File: src/rtl/monolith_pkg.sv
// Shared constants and FSM encoding for the Monolith sponge and its modular adder.
package monolith_pkg;

  localparam int DEF_WORD_WIDTH  = 31;
  localparam int DEF_STATE_SIZE  = 16;
  localparam int DEF_RATE        = 8;
  localparam int DEF_DIGEST_SIZE = 8;

  // Mersenne prime 2^31-1; every stored state word stays strictly below it.
  localparam logic [DEF_WORD_WIDTH-1:0] MODULUS_P = 31'h7FFF_FFFF;

  typedef enum logic [2:0] {
    IDLE,
    ABSORB,
    PAD,
    PERM_START,
    PERM_WAIT,
    PERM_CLEAR,
    SQUEEZE
  } sponge_state_e;

endpackage

File: src/rtl/monolith_mod_add.sv
// Combinational canonical addition modulo the Mersenne prime 2^WIDTH-1.
// Operand a must already be canonical; operand b may equal the modulus and is folded to 0.
module monolith_mod_add
  import monolith_pkg::*;
#(
  parameter int WIDTH = DEF_WORD_WIDTH
) (
  input  logic [WIDTH-1:0] a,
  input  logic [WIDTH-1:0] b,
  output logic [WIDTH-1:0] sum
);

  localparam logic [WIDTH-1:0] MODULUS = '1;

  logic [WIDTH-1:0] b_canon;
  logic [WIDTH:0]   raw;

  always_comb begin
    b_canon = (b == MODULUS) ? '0 : b;
    raw     = {1'b0, a} + {1'b0, b_canon};
    // One conditional subtraction suffices because both operands are below the modulus.
    sum     = (raw >= {1'b0, MODULUS}) ? WIDTH'(raw - {1'b0, MODULUS}) : raw[WIDTH-1:0];
  end

endmodule

File: src/rtl/monolith_sponge.sv
// Monolith sponge: absorbs field words, drives an external permutation engine and squeezes a digest.
// Define MONOLITH_SPONGE_PAD_EN to enable 10* padding through the PAD state.
module monolith_sponge
  import monolith_pkg::*;
#(
  parameter int WORD_WIDTH  = DEF_WORD_WIDTH,
  parameter int STATE_SIZE  = DEF_STATE_SIZE,
  parameter int RATE        = DEF_RATE,
  parameter int DIGEST_SIZE = DEF_DIGEST_SIZE
) (
  input  logic                                   clk,
  input  logic                                   reset,
  input  logic [WORD_WIDTH-1:0]                  msg_data,
  input  logic                                   msg_valid,
  input  logic                                   msg_last,
  output logic                                   msg_ready,
  output logic [STATE_SIZE-1:0][WORD_WIDTH-1:0]  perm_state_out,
  output logic                                   perm_in_valid,
  input  logic [STATE_SIZE-1:0][WORD_WIDTH-1:0]  perm_state_in,
  input  logic                                   perm_out_valid,
  output logic                                   perm_clear,
  output logic [WORD_WIDTH-1:0]                  dig_data,
  output logic                                   dig_valid,
  input  logic                                   dig_ready,
  output logic                                   busy
);

  localparam int CNT_W = $clog2(RATE + 1);
  localparam int IDX_W = (DIGEST_SIZE > 1) ? $clog2(DIGEST_SIZE) : 1;
  localparam int SEL_W = (STATE_SIZE > 1) ? $clog2(STATE_SIZE) : 1;
  localparam logic [CNT_W-1:0] RATE_CNT = CNT_W'(RATE);
  localparam logic [IDX_W-1:0] IDX_LAST = IDX_W'(DIGEST_SIZE - 1);

  sponge_state_e                         fsm;
  logic [STATE_SIZE-1:0][WORD_WIDTH-1:0] state_q;
  logic [CNT_W-1:0]                      cnt;
  logic [CNT_W-1:0]                      cnt_next;
  logic [IDX_W-1:0]                      idx;
  logic [IDX_W-1:0]                      idx_next;
  logic [SEL_W-1:0]                      cnt_sel;
  logic [SEL_W-1:0]                      idx_next_sel;
  logic                                  last_seen;
  logic [WORD_WIDTH-1:0]                 absorb_sum;

  assign cnt_next       = cnt + CNT_W'(1);
  assign idx_next       = idx + IDX_W'(1);
  assign cnt_sel        = SEL_W'(cnt);
  assign idx_next_sel   = SEL_W'(idx_next);
  assign perm_state_out = state_q;

  monolith_mod_add #(.WIDTH(WORD_WIDTH)) u_absorb_add (
    .a   (state_q[cnt_sel]),
    .b   (msg_data),
    .sum (absorb_sum)
  );

`ifdef MONOLITH_SPONGE_PAD_EN
  // Set once the padding 1 has been absorbed, so the next permutation return heads to SQUEEZE.
  logic                  padded;
  logic [WORD_WIDTH-1:0] pad_sum;

  monolith_mod_add #(.WIDTH(WORD_WIDTH)) u_pad_add (
    .a   (state_q[cnt_sel]),
    .b   (WORD_WIDTH'(1)),
    .sum (pad_sum)
  );
`endif

  always_ff @(posedge clk or negedge reset) begin
    if (!reset) begin
      fsm           <= IDLE;
      state_q       <= '0;
      cnt           <= '0;
      idx           <= '0;
      last_seen     <= 1'b0;
      msg_ready     <= 1'b0;
      perm_in_valid <= 1'b0;
      perm_clear    <= 1'b0;
      dig_valid     <= 1'b0;
      dig_data      <= '0;
      busy          <= 1'b0;
`ifdef MONOLITH_SPONGE_PAD_EN
      padded        <= 1'b0;
`endif
    end else begin
      perm_in_valid <= 1'b0;
      perm_clear    <= 1'b0;
      case (fsm)
        IDLE, ABSORB: begin
          msg_ready <= 1'b1;
          if (msg_valid && msg_ready) begin
            state_q[cnt_sel] <= absorb_sum;
            cnt              <= cnt_next;
            busy             <= 1'b1;
            if (msg_last) begin
              last_seen <= 1'b1;
              msg_ready <= 1'b0;
`ifdef MONOLITH_SPONGE_PAD_EN
              fsm       <= PAD;
`else
              fsm           <= PERM_START;
              perm_in_valid <= 1'b1;
`endif
            end else if (cnt_next == RATE_CNT) begin
              fsm           <= PERM_START;
              perm_in_valid <= 1'b1;
              msg_ready     <= 1'b0;
            end else begin
              fsm <= ABSORB;
            end
          end
        end
`ifdef MONOLITH_SPONGE_PAD_EN
        // A full final block is permuted first; the 1 then lands in word 0 of a fresh block.
        PAD: begin
          fsm           <= PERM_START;
          perm_in_valid <= 1'b1;
          if (cnt < RATE_CNT) begin
            state_q[cnt_sel] <= pad_sum;
            padded           <= 1'b1;
          end
        end
`endif
        PERM_START: begin
          fsm <= PERM_WAIT;
        end
        PERM_WAIT: begin
          if (perm_out_valid) begin
            state_q    <= perm_state_in;
            fsm        <= PERM_CLEAR;
            perm_clear <= 1'b1;
          end
        end
        PERM_CLEAR: begin
          cnt <= '0;
          if (!last_seen) begin
            fsm       <= ABSORB;
            msg_ready <= 1'b1;
          end
`ifdef MONOLITH_SPONGE_PAD_EN
          else if (!padded) begin
            fsm <= PAD;
          end
`endif
          else begin
            fsm       <= SQUEEZE;
            idx       <= '0;
            dig_valid <= 1'b1;
            dig_data  <= state_q[0];
          end
        end
        SQUEEZE: begin
          if (dig_ready) begin
            if (idx == IDX_LAST) begin
              fsm       <= IDLE;
              state_q   <= '0;
              cnt       <= '0;
              idx       <= '0;
              last_seen <= 1'b0;
              dig_valid <= 1'b0;
              dig_data  <= '0;
              busy      <= 1'b0;
              msg_ready <= 1'b1;
`ifdef MONOLITH_SPONGE_PAD_EN
              padded    <= 1'b0;
`endif
            end else begin
              idx      <= idx_next;
              dig_data <= state_q[idx_next_sel];
            end
          end
        end
        default: begin
          fsm <= IDLE;
        end
      endcase
    end
  end

endmodule
File: config.mk
export PLATFORM = sky130hd
export DESIGN_NAME = monolith_sponge
export DESIGN_NICKNAME = d
export VERILOG_FILES = /design/src/rtl/monolith_pkg.sv /design/src/rtl/monolith_mod_add.sv /design/src/rtl/monolith_sponge.sv
export SDC_FILE = /design/constraint.sdc
export NUM_CORES = 2
export LEC_CHECK = 0
export CORE_AREA = 2 2 416 418
export DETAILED_ROUTE_END_ITERATION = 10
export DIE_AREA = 0 0 418 420
export PLACE_DENSITY = 0.53
export SLEW_MARGIN = 25
export SYNTH_ARGS = -nofsm -noshare
export SYNTH_HDL_FRONTEND = slang
export SYNTH_HIERARCHICAL = 1
export SYNTH_SLANG_ARGS = --single-unit
File: constraint.sdc
create_clock -name clk -period 5.8 [get_ports clk]
set_input_delay 0.58 -clock clk [delete_from_list [all_inputs] [get_ports clk]]
set_output_delay 0.58 -clock clk [all_outputs]
set_load 0.02 [all_outputs]
==> out/summary.txt <==
Fin crit period: 6.146 ns
Drt wl/cell: 35.08 um
Clock skew: 0.04501 ns
Synth Instances: 2,875
Detail Route Antenna Nets: 0
Die height: 420 um
Final worst slack: -0.3458 ns
Clock power share: 13.0%
Footprint of the multi-input gates: 21,550 um^2
Core area: 171,000 um^2
Area Growth Syn to Fin: 63.89%
CTS tree: built
Syn Std Cell Area: 34,720 um^2
Asr flop ratio synth: 100.0%
Synth top area cells: dfrtp_1 (39%), a22o_1 (13%), mux4_2 (12%)
CTS H-tree lvls: 3
Reg area: 13,600 um^2
# DRC: 0
Crit path max fanout: 8
Met3 usage: 5.361%
Die X-Extent: 418 um
Final Hold Viols: 0
Kind of critical path: register to register
Pin count of the biggest net entering global routing: 137
Port bufs: 1,064
Crit path arrival time: 6.69 ns
Count of cell types in the netlist: 80
Final wirelength: 231,200 um
Comb pwr share: 68.4%
Latest clock arrival within the worst-skew pair: 0.69 ns
Row count: 152
RSZ-0062 raised after global routing: yes
Mapped Nets: 3,447
CTS buffer count: 73
Synthesis Warnings: 6
Final Max Slew Viols: 0
Seq pwr share: 18.5%
Clock Path Buffers: 3
Number of global-route vias before repair: 34,770
Met2 Use GR: 41.34%
Overflow after GRT: 0
Status: finished with violations
Root Buffer: clkbuf_16
DRT Pass-1 Iters: 6
Failing checks: negative setup slack
Worst r2r src: cnt[0]$_DFFE_PN0P_
Effective utilization at floorplan: 20.30%
P_int: 19,530 uW
Fillcell total: 17,160
Worst-path clk slew: 0.06 ns
Via-per-instance ratio: 5.231
Fin Setup TNS: -99.53 ns
Seq/Total Area, Yosys: 39.14%
Peak supply drop: 0.0003893 V
Met1 usage in global routing: 29.97%
First-pass GRT wire length: 300,900 um
Fmax: 162.7 MHz
Top-area cell type share of the netlist area: 39.14%
Vias post-DR: 34,480
Largest area contributor in the netlist: dfrtp_1
Synthesis-stage register bit count: 543
CP Capture Type: register
P_leak: 0.02393 uW
GRT busiest layer: met2
P per Cell Area: 648.0 nW/um^2
Layout cells sized above 1: 36.59%
Final nets: 4,847
Hpwl dp: 169,700 um
Initial antenna violation count: 42
Tightest Pin Transition: 1.088 ns
Die area: 175,600 um^2
Max-cap violations: 0
Min-delay worst type: input pin to async pin
Final core utilization: 33.28%
NetSw: 17,340 uW
Placer Congestion: 0.9205
Post-synth EDFFs: 0
R2r worst-path depth: 26
Setup violations, final: 482
Ports: 1,065
CP Launch Type: register
Power after layout: 36,870 uW
Max-slew headroom: 27.47%
Synthesized area per cell: 12.08 um^2
GRT Overall Usage: 24.78%
DRT iter0 DRCs: 2,923
Most used flip-flop cell after synthesis: dfrtp_1
CTS Sinks: 543
Worst Path Required: 6.35 ns
Final period utilization: 106.0%
R2R Setup Slk: -0.35 ns
Switching part of the total: 47.02%
how the worst max path moves through the flow:
stage / from / endpoint / slack, ns
global placement: msg_data[3] / register / -1.11
CTS: cnt[0]$_DFFE_PN0P_ / register / -0.21
floorplan: cnt[1]$_DFFE_PN0P_ / register / 0.01
detailed placement: msg_data[17] / register / -1.06
global route: cnt[0]$_DFFE_PN0P_ / register / -0.50
finish: cnt[0]$_DFFE_PN0P_ / register / -0.35
what timing repair did:
action,CTS,global route
buffers inserted,25,41
gates resized for setup,197,224
gates cloned,3,9
endpoints found under the setup margin,496,496
hold buffers,1,0
hold endpoints to repair,73,0
pin swaps,51,50
metal layers:
| metal | vias up | part of all wire (%) |
|---|---|---|
| met2 | 1891 | 48 |
| met4 | 4 | 5.7 |
| li1 | 14030 | - |
| met1 | 18080 | 39 |
| met3 | 475 | 7.4 |
| met5 | - | 0.011 |
worst max-delay path, stage by stage (launching register included):
cell	delay (ns)
dfrtp_4	0.49
buf_12	0.16
buf_12	0.15
buf_12	0.13
mux4_2	0.51
a22oi_2	0.30
nand2_2	0.12
buf_6	0.16
ha_4	0.27
o211ai_1	0.11
o21ai_2	0.17
or4b_4	0.53
a21o_1	0.21
buf_6	0.12
a211oi_4	0.21
nand4b_1	0.23
a2111oi_4	0.38
buf_4	0.18
a31oi_4	0.11
buf_12	0.16
buf_16	0.15
nor3_4	0.14
xor2_2	0.11
and2_4	0.19
clkbuf_16	0.21
a22o_1	0.20
mux2_2	0.26
power groups by stage:
stage	Combinational, uW	Sequential [uW]	Clock, uW
2_1_floorplan	8400	7860	0
6_report	25200	6830	4810
3_3_place_gp	22400	6800	0
4_1_cts	23600	6770	4900
3_5_place_dp	22400	6840	0
5_1_grt	26200	6950	5040
area by class of cell:
cell class	count	share of cell area [%]
inverter	9	0.05937
sequential	543	23.90
multi-input combinational	1985	37.87
timing repair buffer	1663	28.81
antenna	26	0.1144
clock buffer	101	3.749
clock inverter	31	0.5915
tap	2233	4.910
cells in the mapped netlist (20+ instances only):
cell and n:
clkbuf_1 187, a22oi_1 93, nor2_1 72, mux2_2 352, and2_1 72, a21oi_1 74, a22o_1 496, mux2_1 177
buf_2 82, ha_1 38, o21ai_0 32, buf_1 48, nor3_1 24, mux4_2 186, dfrtp_1 543, xnor2_1 23
nand2_1 99, nand4_1 20, xor2_1 25
logic make-up (layout without fill, tap and decap cells):
group	after synthesis	in the layout	share of synthesized area, %
AO/OA/AOI/OAI	781	781	18.40
XOR/XNOR	48	48	1.211
adder cells (fa/ha/maj)	39	39	1.427
buffers and inverters	348	1804	4.361
flip-flops	543	543	39.14
multiplexers	718	718	29.31
other	0	26	0
AND/OR/NAND/NOR	398	399	6.152
cell usage in the layout (no fill, tap or decap), drive strengths merged, types with 6 or more instances in the layout:
master / instances
nor3: 29
a21oi: 76
ha: 38
dfrtp: 543
and2: 82
a21o: 13
or2: 6
buf: 591
nand4: 22
clkbuf: 109
nor3b: 7
a22oi: 93
and4: 6
inv: 15
o21ai: 34
a22o: 496
a2111oi: 6
mux4: 186
o211ai: 7
xor2: 25
xnor2: 23
clkdlybuf4s50: 1063
nand3: 19
diode: 26
nor2: 72
and3: 11
clkinv: 18
nand2: 99
nor4: 10
a211oi: 21
nor2b: 9
mux2: 529
stage by stage:
step	cells	cell area, um^2	worst slack (ns)	hold slack (ns)
global placement	6361	51770	-1.110	0.4950
detailed placement	6361	51770	-1.060	0.5047
finish	6591	56900	-0.3458	0.4987
floorplan	2875	34750	0.009516	0.2844
global route	6588	56890	-0.4965	0.5408
CTS	6517	55430	-0.2067	0.4980
Power figures use the tool's default switching activity.
